`config.mk`:
```
export PLATFORM = sky130hd
export DESIGN_NAME = score_keeper_flat
export DESIGN_NICKNAME = d
export VERILOG_FILES = /design/src/rtl/score_keeper_if.sv /design/src/rtl/score_keeper.sv /design/src/flat_wrapper.sv
export SDC_FILE = /design/constraint.sdc
export NUM_CORES = 1
export LEC_CHECK = 0
export ABC_CLOCK_PERIOD_IN_PS = 6100
export BUFFER_PORTS_ARGS = -buffer_cell sky130_fd_sc_hd__buf_2
export CORE_AREA = 2 2 86 88
export CTS_CLUSTER_SIZE = 24
export DETAILED_ROUTE_END_ITERATION = 16
export DIE_AREA = 0 0 88 90
export GPL_TIMING_DRIVEN = 1
export PLACE_DENSITY_LB_ADDON = 0.25
export SLEW_MARGIN = 20
export SYNTH_ARGS = -nofsm -noshare
export SYNTH_HDL_FRONTEND = slang
export SYNTH_SLANG_ARGS = --single-unit
```
`constraint.sdc`:
```
create_clock -name clk -period 6.1 [get_ports clk]
set_input_delay 0.915 -clock clk [delete_from_list [all_inputs] [get_ports clk]]
set_output_delay 0.915 -clock clk [all_outputs]
set_load 0.05 [all_outputs]
```
`src/rtl/score_keeper_if.sv`:
```
// score_keeper_if -- signal bundle between the game logic / display side and
// the score keeper.
//
//   master : drives mode, start, pass_0, pass_1, crash, frame_tick;
//            observes the display outputs.
//   slave  : the score keeper itself.
//
//   mode        1  0 = single player, 1 = two player (sampled in IDLE)
//   start       1  level, rising edge starts / ends a game
//   pass_0/1    1  level, each rising edge = one pipe cleared
//   crash       1  level, high = game over
//   frame_tick  1  one-cycle pulse at start of vertical blanking
//   binary      8  frame-stable player 0 score (high score in IDLE)
//   binary_1    8  frame-stable player 1 score (0 in single player)
//   mode_out    1  frame-stable game mode
//   state       2  00 IDLE, 01 PLAY, 10 OVER
//   bcd_digits 12  {hundreds, tens, ones} of binary
//   bcd_valid   1  bcd_digits matches binary
interface score_keeper_if;
   logic        mode;
   logic        start;
   logic        pass_0;
   logic        pass_1;
   logic        crash;
   logic        frame_tick;
   logic [7:0]  binary;
   logic [7:0]  binary_1;
   logic        mode_out;
   logic [1:0]  state;
   logic [11:0] bcd_digits;
   logic        bcd_valid;

   modport master (
      output mode, start, pass_0, pass_1, crash, frame_tick,
      input  binary, binary_1, mode_out, state, bcd_digits, bcd_valid
   );

   modport slave (
      input  mode, start, pass_0, pass_1, crash, frame_tick,
      output binary, binary_1, mode_out, state, bcd_digits, bcd_valid
   );
endinterface

```
`src/rtl/score_keeper.sv`:
```
// score_keeper -- game score FSM with frame-synchronous display registers and
// a sequential shift-add-3 binary-to-BCD converter.
//
// Ports:
//   clk  1  system clock, all registers on rising edge
//   rst  1  synchronous reset, active-high
//   sk      score_keeper_if.slave (see interface file for signal list)
//
// Build option: define HIGH_SCORE_EN to keep a high-score register that is
// updated on entering OVER and shown on binary while IDLE. Without it binary
// shows 0 in IDLE.
//
// state | meaning
// IDLE  | waiting for start edge; display shows high score (or 0)
// PLAY  | counting pass edges; crash moves to OVER
// OVER  | scores frozen; start edge returns to IDLE
module score_keeper (
   input  logic          clk,
   input  logic          rst,
   score_keeper_if.slave sk
);

   typedef enum logic [1:0] {
      IDLE = 2'b00,
      PLAY = 2'b01,
      OVER = 2'b10
   } state_t;

   state_t      st;
   logic        start_q, start_qq;
   logic        pass_0_q, pass_0_qq;
   logic        pass_1_q, pass_1_qq;
   logic        crash_q;
   logic        start_edge, pass_0_edge, pass_1_edge;
   logic [7:0]  score_0, score_1;
   logic [7:0]  score_0_nxt, score_1_nxt;
   logic        inc_0, inc_1;
   logic        mode_lat;
   logic [7:0]  bin_nxt;
   logic [19:0] conv;
   logic [3:0]  conv_cnt;
   logic        conv_busy;

   assign start_edge  = start_q  & ~start_qq;
   assign pass_0_edge = pass_0_q & ~pass_0_qq;
   assign pass_1_edge = pass_1_q & ~pass_1_qq;

   // Internal mode follows start immediately so score_1 gating is right from
   // the first pass; mode_out only follows it at frame boundaries.
   always_comb begin
      inc_0       = (st == PLAY) && pass_0_edge && (score_0 != 8'hff);
      inc_1       = (st == PLAY) && pass_1_edge && mode_lat && (score_1 != 8'hff);
      score_0_nxt = score_0 + {7'd0, inc_0};
      score_1_nxt = score_1 + {7'd0, inc_1};
   end

`ifdef HIGH_SCORE_EN
   logic [7:0] high_score;
   logic [7:0] hs_max;

   // Uses next-cycle scores so a pass edge in the crash cycle is included.
   always_comb begin
      hs_max = high_score;
      if (score_0_nxt > hs_max) hs_max = score_0_nxt;
      if (score_1_nxt > hs_max) hs_max = score_1_nxt;
   end

   always_ff @(posedge clk) begin
      if (rst)
         high_score <= 8'd0;
      else if (st == PLAY && crash_q)
         high_score <= hs_max;
   end

   always_comb begin
      bin_nxt = (st == IDLE) ? high_score : score_0;
   end
`else
   always_comb begin
      bin_nxt = (st == IDLE) ? 8'd0 : score_0;
   end
`endif

   // One shift-add-3 step on {hundreds, tens, ones, binary}.
   function automatic logic [19:0] bcd_step(input logic [19:0] v);
      logic [19:0] t;
      t = v;
      if (t[19:16] >= 4'd5) t[19:16] = t[19:16] + 4'd3;
      if (t[15:12] >= 4'd5) t[15:12] = t[15:12] + 4'd3;
      if (t[11:8]  >= 4'd5) t[11:8]  = t[11:8]  + 4'd3;
      return {t[18:0], 1'b0};
   endfunction

   always_ff @(posedge clk) begin
      if (rst) begin
         st            <= IDLE;
         start_q       <= 1'b0;
         start_qq      <= 1'b0;
         pass_0_q      <= 1'b0;
         pass_0_qq     <= 1'b0;
         pass_1_q      <= 1'b0;
         pass_1_qq     <= 1'b0;
         crash_q       <= 1'b0;
         score_0       <= 8'd0;
         score_1       <= 8'd0;
         mode_lat      <= 1'b0;
         sk.binary     <= 8'd0;
         sk.binary_1   <= 8'd0;
         sk.mode_out   <= 1'b0;
         sk.bcd_digits <= 12'd0;
         sk.bcd_valid  <= 1'b1;
         conv          <= 20'd0;
         conv_cnt      <= 4'd0;
         conv_busy     <= 1'b0;
      end else begin
         start_q   <= sk.start;
         start_qq  <= start_q;
         pass_0_q  <= sk.pass_0;
         pass_0_qq <= pass_0_q;
         pass_1_q  <= sk.pass_1;
         pass_1_qq <= pass_1_q;
         crash_q   <= sk.crash;

         case (st)
            IDLE: begin
               // crash is deliberately ignored here, even on the start cycle
               if (start_edge) begin
                  st       <= PLAY;
                  score_0  <= 8'd0;
                  score_1  <= 8'd0;
                  mode_lat <= sk.mode;
               end
            end
            PLAY: begin
               score_0 <= score_0_nxt;
               score_1 <= score_1_nxt;
               if (crash_q) st <= OVER;
            end
            OVER: begin
               if (start_edge) st <= IDLE;
            end
            default: st <= IDLE;
         endcase

         // A new frame always (re)starts the conversion, aborting any in flight.
         if (sk.frame_tick) begin
            sk.binary    <= bin_nxt;
            sk.binary_1  <= mode_lat ? score_1 : 8'd0;
            sk.mode_out  <= mode_lat;
            sk.bcd_valid <= 1'b0;
            conv         <= {12'd0, bin_nxt};
            conv_cnt     <= 4'd8;
            conv_busy    <= 1'b1;
         end else if (conv_busy) begin
            if (conv_cnt != 4'd0) begin
               conv     <= bcd_step(conv);
               conv_cnt <= conv_cnt - 4'd1;
            end else begin
               sk.bcd_digits <= conv[19:8];
               sk.bcd_valid  <= 1'b1;
               conv_busy     <= 1'b0;
            end
         end
      end
   end

   assign sk.state = st;

endmodule

```
`src/flat_wrapper.sv`:
```
// flat-port wrapper written by rule: the top's interface ports become plain ports
module score_keeper_flat 
  (clk, rst, sk_mode, sk_start, sk_pass_0, sk_pass_1, sk_crash, sk_frame_tick, sk_binary, sk_binary_1, sk_mode_out, sk_state, sk_bcd_digits, sk_bcd_valid);
  score_keeper_if sk_i ();
  input  logic clk;
  input  logic rst;
  input wire logic [$bits(sk_i.mode)-1:0] sk_mode;
  input wire logic [$bits(sk_i.start)-1:0] sk_start;
  input wire logic [$bits(sk_i.pass_0)-1:0] sk_pass_0;
  input wire logic [$bits(sk_i.pass_1)-1:0] sk_pass_1;
  input wire logic [$bits(sk_i.crash)-1:0] sk_crash;
  input wire logic [$bits(sk_i.frame_tick)-1:0] sk_frame_tick;
  output wire logic [$bits(sk_i.binary)-1:0] sk_binary;
  output wire logic [$bits(sk_i.binary_1)-1:0] sk_binary_1;
  output wire logic [$bits(sk_i.mode_out)-1:0] sk_mode_out;
  output wire logic [$bits(sk_i.state)-1:0] sk_state;
  output wire logic [$bits(sk_i.bcd_digits)-1:0] sk_bcd_digits;
  output wire logic [$bits(sk_i.bcd_valid)-1:0] sk_bcd_valid;
  assign sk_i.mode = sk_mode;
  assign sk_i.start = sk_start;
  assign sk_i.pass_0 = sk_pass_0;
  assign sk_i.pass_1 = sk_pass_1;
  assign sk_i.crash = sk_crash;
  assign sk_i.frame_tick = sk_frame_tick;
  assign sk_binary = sk_i.binary;
  assign sk_binary_1 = sk_i.binary_1;
  assign sk_mode_out = sk_i.mode_out;
  assign sk_state = sk_i.state;
  assign sk_bcd_digits = sk_i.bcd_digits;
  assign sk_bcd_valid = sk_i.bcd_valid;
  score_keeper u_core (.clk(clk), .rst(rst), .sk(sk_i));
endmodule
```
### Word-level counts from Yosys, hierarchy flattened

Index checks and enable logic that the tools add are counted.

| storage, ports and cells | value |
|---|---|
| word-level logic and storage cells | 88 |
| register bits after elaboration | 81 |
| output and inout port bits | 32 |

| cells by class | value |
|---|---|
| bitwise operators | 8 |
| eq/ne operators | 8 |
| $add $sub $neg | 6 |
| multiplexer cells | 24 |
| reduce and logical (&&, ||, !) cells | 18 |
| order comparisons | 3 |

Operators with widths:

| kind | count |
|---|---|
| $mux 8 | 6 |
| $pmux 8 s2 | 2 |
| $mux 4 | 5 |
| $add 8x1->8 | 2 |
| $ne 8x8->1 const B | 2 |
| $ge 4x3->1 const B | 3 |
| $reduce_and 2->1 | 5 |
| $add 4x2->4 const B | 2 |
| $mux 1 | 6 |
| $mux 2 | 3 |
| $ne 2x1->1 const B | 3 |
| $pmux 2 s3 | 1 |
| $reduce_and 3->1 | 2 |
| $reduce_bool 2->1 | 3 |
| $logic_and 1x1->1 | 5 |
| $not 1->1 | 5 |
| $reduce_bool 4->1 | 1 |
| $sub 4x1->4 const B | 1 |
| $add 3x2->3 const B | 1 |
| $and 1x1->1 | 3 |
| $mux 3 | 1 |
| $eq 2x1->1 const B | 1 |
| $eq 2x2->1 const B | 1 |
| $logic_not 2->1 | 1 |
| other kinds (2) | 2 |

### Logic depth before layout (Yosys ltp)

| logic depth | value |
|---|---|
| depth after elaboration | 7 |
| gate-level depth with buffers | 10 |
| gate-level depth less buffers | 9 |

### Worst setup path after synthesis

OpenSTA, ideal clock, no wires.

| path | value |
|---|---|
| path kind | register to register |
| start point | reg u_core.st[0] (netlist: u_core.sk.state[0]) |
| end point | reg u_core.score_1[7] |
| data required time | 6030 ps |
| path slack | 3590 ps |
| arrival | 2439 ps |
| library setup time | 70 ps |
| cell stages (with the launch flop) | 9 |
| cells stage by stage | dfxtp_1 -> nor2b_1 -> clkbuf_1 -> nand4b_1 -> a21oi_1 -> ha_1 -> and4_1 -> or4b_1 -> a21oi_1 |

| between the ends | value |
|---|---|
| cells in the longest elaborated chain, start to end | 6 |
| elaborated cells between the ends (all ways) | 10 |

RTL lines:

| element | RTL line | source |
|---|---|---|
| start: declaration | score_keeper.sv:29 | `state_t st;` |
| start signal: assignment | score_keeper.sv:96 | `st <= IDLE;` |
| start signal: assignment | score_keeper.sv:128 | `st <= PLAY;` |
| start signal: assignment | score_keeper.sv:137 | `if (crash_q) st <= OVER;` |
| $eq 2x1->1 | score_keeper.sv:52, score_keeper.sv:124 |  |
| $logic_and 1x1->1 (3 in a row) | score_keeper.sv:52 | `inc_1 = (st == PLAY) && pass_1_edge && mode_lat && (score_1 != 8'hff);` |
| $add 8x1->8 | score_keeper.sv:54 | `score_1_nxt = score_1 + {7'd0, inc_1};` |
| $pmux 8 s2 | score_keeper.sv:124 | `case (st)` |
| end signal: assignment | score_keeper.sv:136 | `score_1 <= score_1_nxt;` |
| end: declaration | score_keeper.sv:35 | `logic [7:0] score_0, score_1;` |

Parallel ways exist; a longest one is shown, timed or not.
A chain may end at the register's enable or synchronous reset.

### Final worst setup path

| path | value |
|---|---|
| start point | reg u_core.st[0] (netlist: u_core.sk.state[0]) |
| end point | reg u_core.score_1[6] |

Same word-level chain as after synthesis.

==> metrics <==
Peak Freq=0.3758 GHz; Yosys cell types=42; R2R cell count=9; die span in y=90 um; Critical Path End Type=flip-flop; Routed WL=6517 um; Starting Density=48.39%; clk sinks=81; fin util=53.84%; CTS tree=yes; Layout Cells excl Fill=511; Final Hold Vio Count=0; ANT nets after route=0; Warnings, synthesis=0; Post-Syn Instances=381; # hold bufs at CTS=0; Crit Path Class=reg -> reg; Hold Crit Depth=1; layout cells sized above 1=15.78%; hold crit path type=reg -> reg; first-pass GRT wire length=11520 um; arrival time worst endpoint=2870 ps; CP cell instances=nor2b_1 > nand4b_1 > a21oi_1 > ha_1 > ha_1 > and3_1 > a31oi_1 > o21ai_0 > a21oi_1; die extent in x=88 um; Worst VDD drop=0.1673 mV; Via density=5.393; Post-DP Area=0.003605 mm^2; Syn Nets=400; H-tree levels=3; Worst-path clk slew=80 ps; drt first pass iters=4; Layout Area Growth over Synthesis=11.27%; Place WS=3297 ps; Power Total=960.8 uW; RePlAce Congestion=0.7868; clock latency on the worst-skew pair=340 ps; Ports=40; Worst-Margin Slew=872.2 ps; skew final=4.654 ps; hpwl dp=4359 um; minimum clock period=2661 ps; syn avg cell area=8.916 um^2; via count=2756; largest net degree at the start of global routing=63; 1st-iter DRT viols=143; IO Port Bufs=39; setup bufs post-CTS=0; ys flop type=dfxtp_1; Worst path slowest cell=nor2b_1; CTS root buffer=clkbuf_8; ANT cells=0; EDFF count, synth=0; post-DR wirelength/cell=12.75 um; Rows=31; maximum buffer depth of the clock tree=2; status=finished, final reports clean; Post-CTS Resized=0; PD cells=254.2 mW/mm^2; WP depth=9; total of max-cap violations=0; grt total ovfl=0; post-layout instance area=0.003780 mm^2; Max Slew Vio Count=0; Slew Limit Headroom=41.74%; CTS buffer count=9; sequential area share after synthesis=47.73%; vias in the first global route=2626; max incr delay on CP=740 ps; RSZ-0062 raised after global routing=no; Core ar.=0.007020 mm^2; final worst slack=3439 ps; fin crit share=43.62%; startpoint types=flip-flop; worst hold margin=454.1 ps; total placed cells including tap cells=495; endpoints failing setup=0; leakage power=1.555 nW; DRC viols=0; Worst Path Required=6310 ps; Post-Syn Area=0.003397 mm^2; Setup TNS Final=0 ps; GRT Total Usage=17.90%; Yosys reg bits=81; initial antenna violation count=0; Total Nets Final=426; Worst Path Max Fanout=12; Top delay family on crit path=simple AND/OR/NAND/NOR gates; Die Area=0.007920 mm^2; fraction of registers with async set/reset=0%; crit path buf inv count=0; fillers=681
[final timing paths]
check                                                      from                               to  slack, ps
worst max register to register  u_core.sk.state[0]$_SDFFE_PP0P_   u_core.score_1[6]$_SDFFE_PP0P_       3440
worst min-delay path                  u_core.crash_q$_SDFF_PP0_  u_core.sk.state[0]$_SDFFE_PP0P_        450
worst max-delay path            u_core.sk.state[0]$_SDFFE_PP0P_   u_core.score_1[6]$_SDFFE_PP0P_       3440
worst min register to register        u_core.crash_q$_SDFF_PP0_  u_core.sk.state[0]$_SDFFE_PP0P_        450
[flip-flops by register name (all words and copies together) (netlist names), 2 cells and up]
signal and cells:
u_core.sk.bcd_digits 12, u_core.conv_cnt 4, u_core.sk.binary 8, u_core.score_0 8, u_core.sk.state 2, u_core.conv 20
u_core.score_1 8, u_core.sk.binary_1 8
[power breakdown]
part | switching [mW] | total (mW) | internal [mW]
clock | 0.186 | 0.343 | 0.158
sequential | 0.00746 | 0.546 | 0.538
combinational | 0.0492 | 0.0722 | 0.0230
[per-layer routing]
layer	up-vias	track usage [%]	wire length (um)
met1	1304	21.35	2988
met3	3	6.061	241
met4	0	5.000	30
met2	47	30.24	3256
li1	1402	-	-
met5	-	0	0
[worst reg2reg max path, delay by kind of cell, from the launching register on]
family,cells,cell delay [ps]
AOI/OAI and AO/OA,4,530
DFF,1,440
adders and majority gates,2,400
and+or+nand+nor,3,1160
[layout by cell type, fill, tap and decap left out, types with 2 or more instances in the layout]
master,n
a211oi_1,6
a21oi_1,39
a221oi_1,7
a22o_1,7
a22oi_1,4
a31oi_1,2
a41oi_1,2
and2_1,3
and3_1,2
and4_1,2
buf_2,39
clkbuf_8,10
clkinv_2,3
dfxtp_1,81
ha_1,11
inv_1,9
mux2_2,3
mux2i_1,14
nand2_1,18
nand2b_1,4
nand3_1,26
nand4_1,3
nor2_1,50
nor2b_1,9
nor3_1,11
nor3b_1,3
o21ai_0,21
o31ai_1,3
or4b_1,2
xor2_1,2
[cells in the mapped netlist, types with 4 or more instances]
| library cell | instances | share of area [%] |
|---|---|---|
| a211oi_1 | 6 | 1.3 |
| a21oi_1 | 39 | 5.7 |
| a221oi_1 | 7 | 1.8 |
| a22o_1 | 7 | 1.8 |
| a22oi_1 | 4 | 0.88 |
| buf_2 | 5 | 0.74 |
| clkbuf_1 | 15 | 1.7 |
| dfxtp_1 | 81 | 48 |
| ha_1 | 11 | 4.1 |
| inv_1 | 9 | 0.99 |
| mux2i_1 | 14 | 4.1 |
| nand2_1 | 18 | 2.0 |
| nand2b_1 | 4 | 0.74 |
| nand3_1 | 26 | 3.8 |
| nor2_1 | 51 | 5.6 |
| nor2b_1 | 9 | 1.7 |
| nor3_1 | 11 | 1.6 |
| o21ai_0 | 21 | 3.1 |
[kinds of logic after synthesis]
logic type | synth area share [%]
AND/OR/NAND/NOR | 20.81
AO/OA/AOI/OAI | 16.91
flip-flops | 47.73
buffers and inverters | 4.604
multiplexers | 5.120
adder cells (fa/ha/maj) | 4.052
XOR/XNOR | 0.7736
[cell type report]
cell class | instances | area [um^2] | area share (%)
multi-input cells | 266 | 1625 | 43.00
flip-flops and latches | 81 | 1622 | 42.90
repair buffers | 40 | 202.7 | 5.362
clock buffers | 11 | 141.4 | 3.740
well taps | 99 | 123.9 | 3.277
inverters | 9 | 33.78 | 0.8937
clock inverters | 5 | 31.28 | 0.8275
Note: power is estimated with default switching activity, not from simulation.
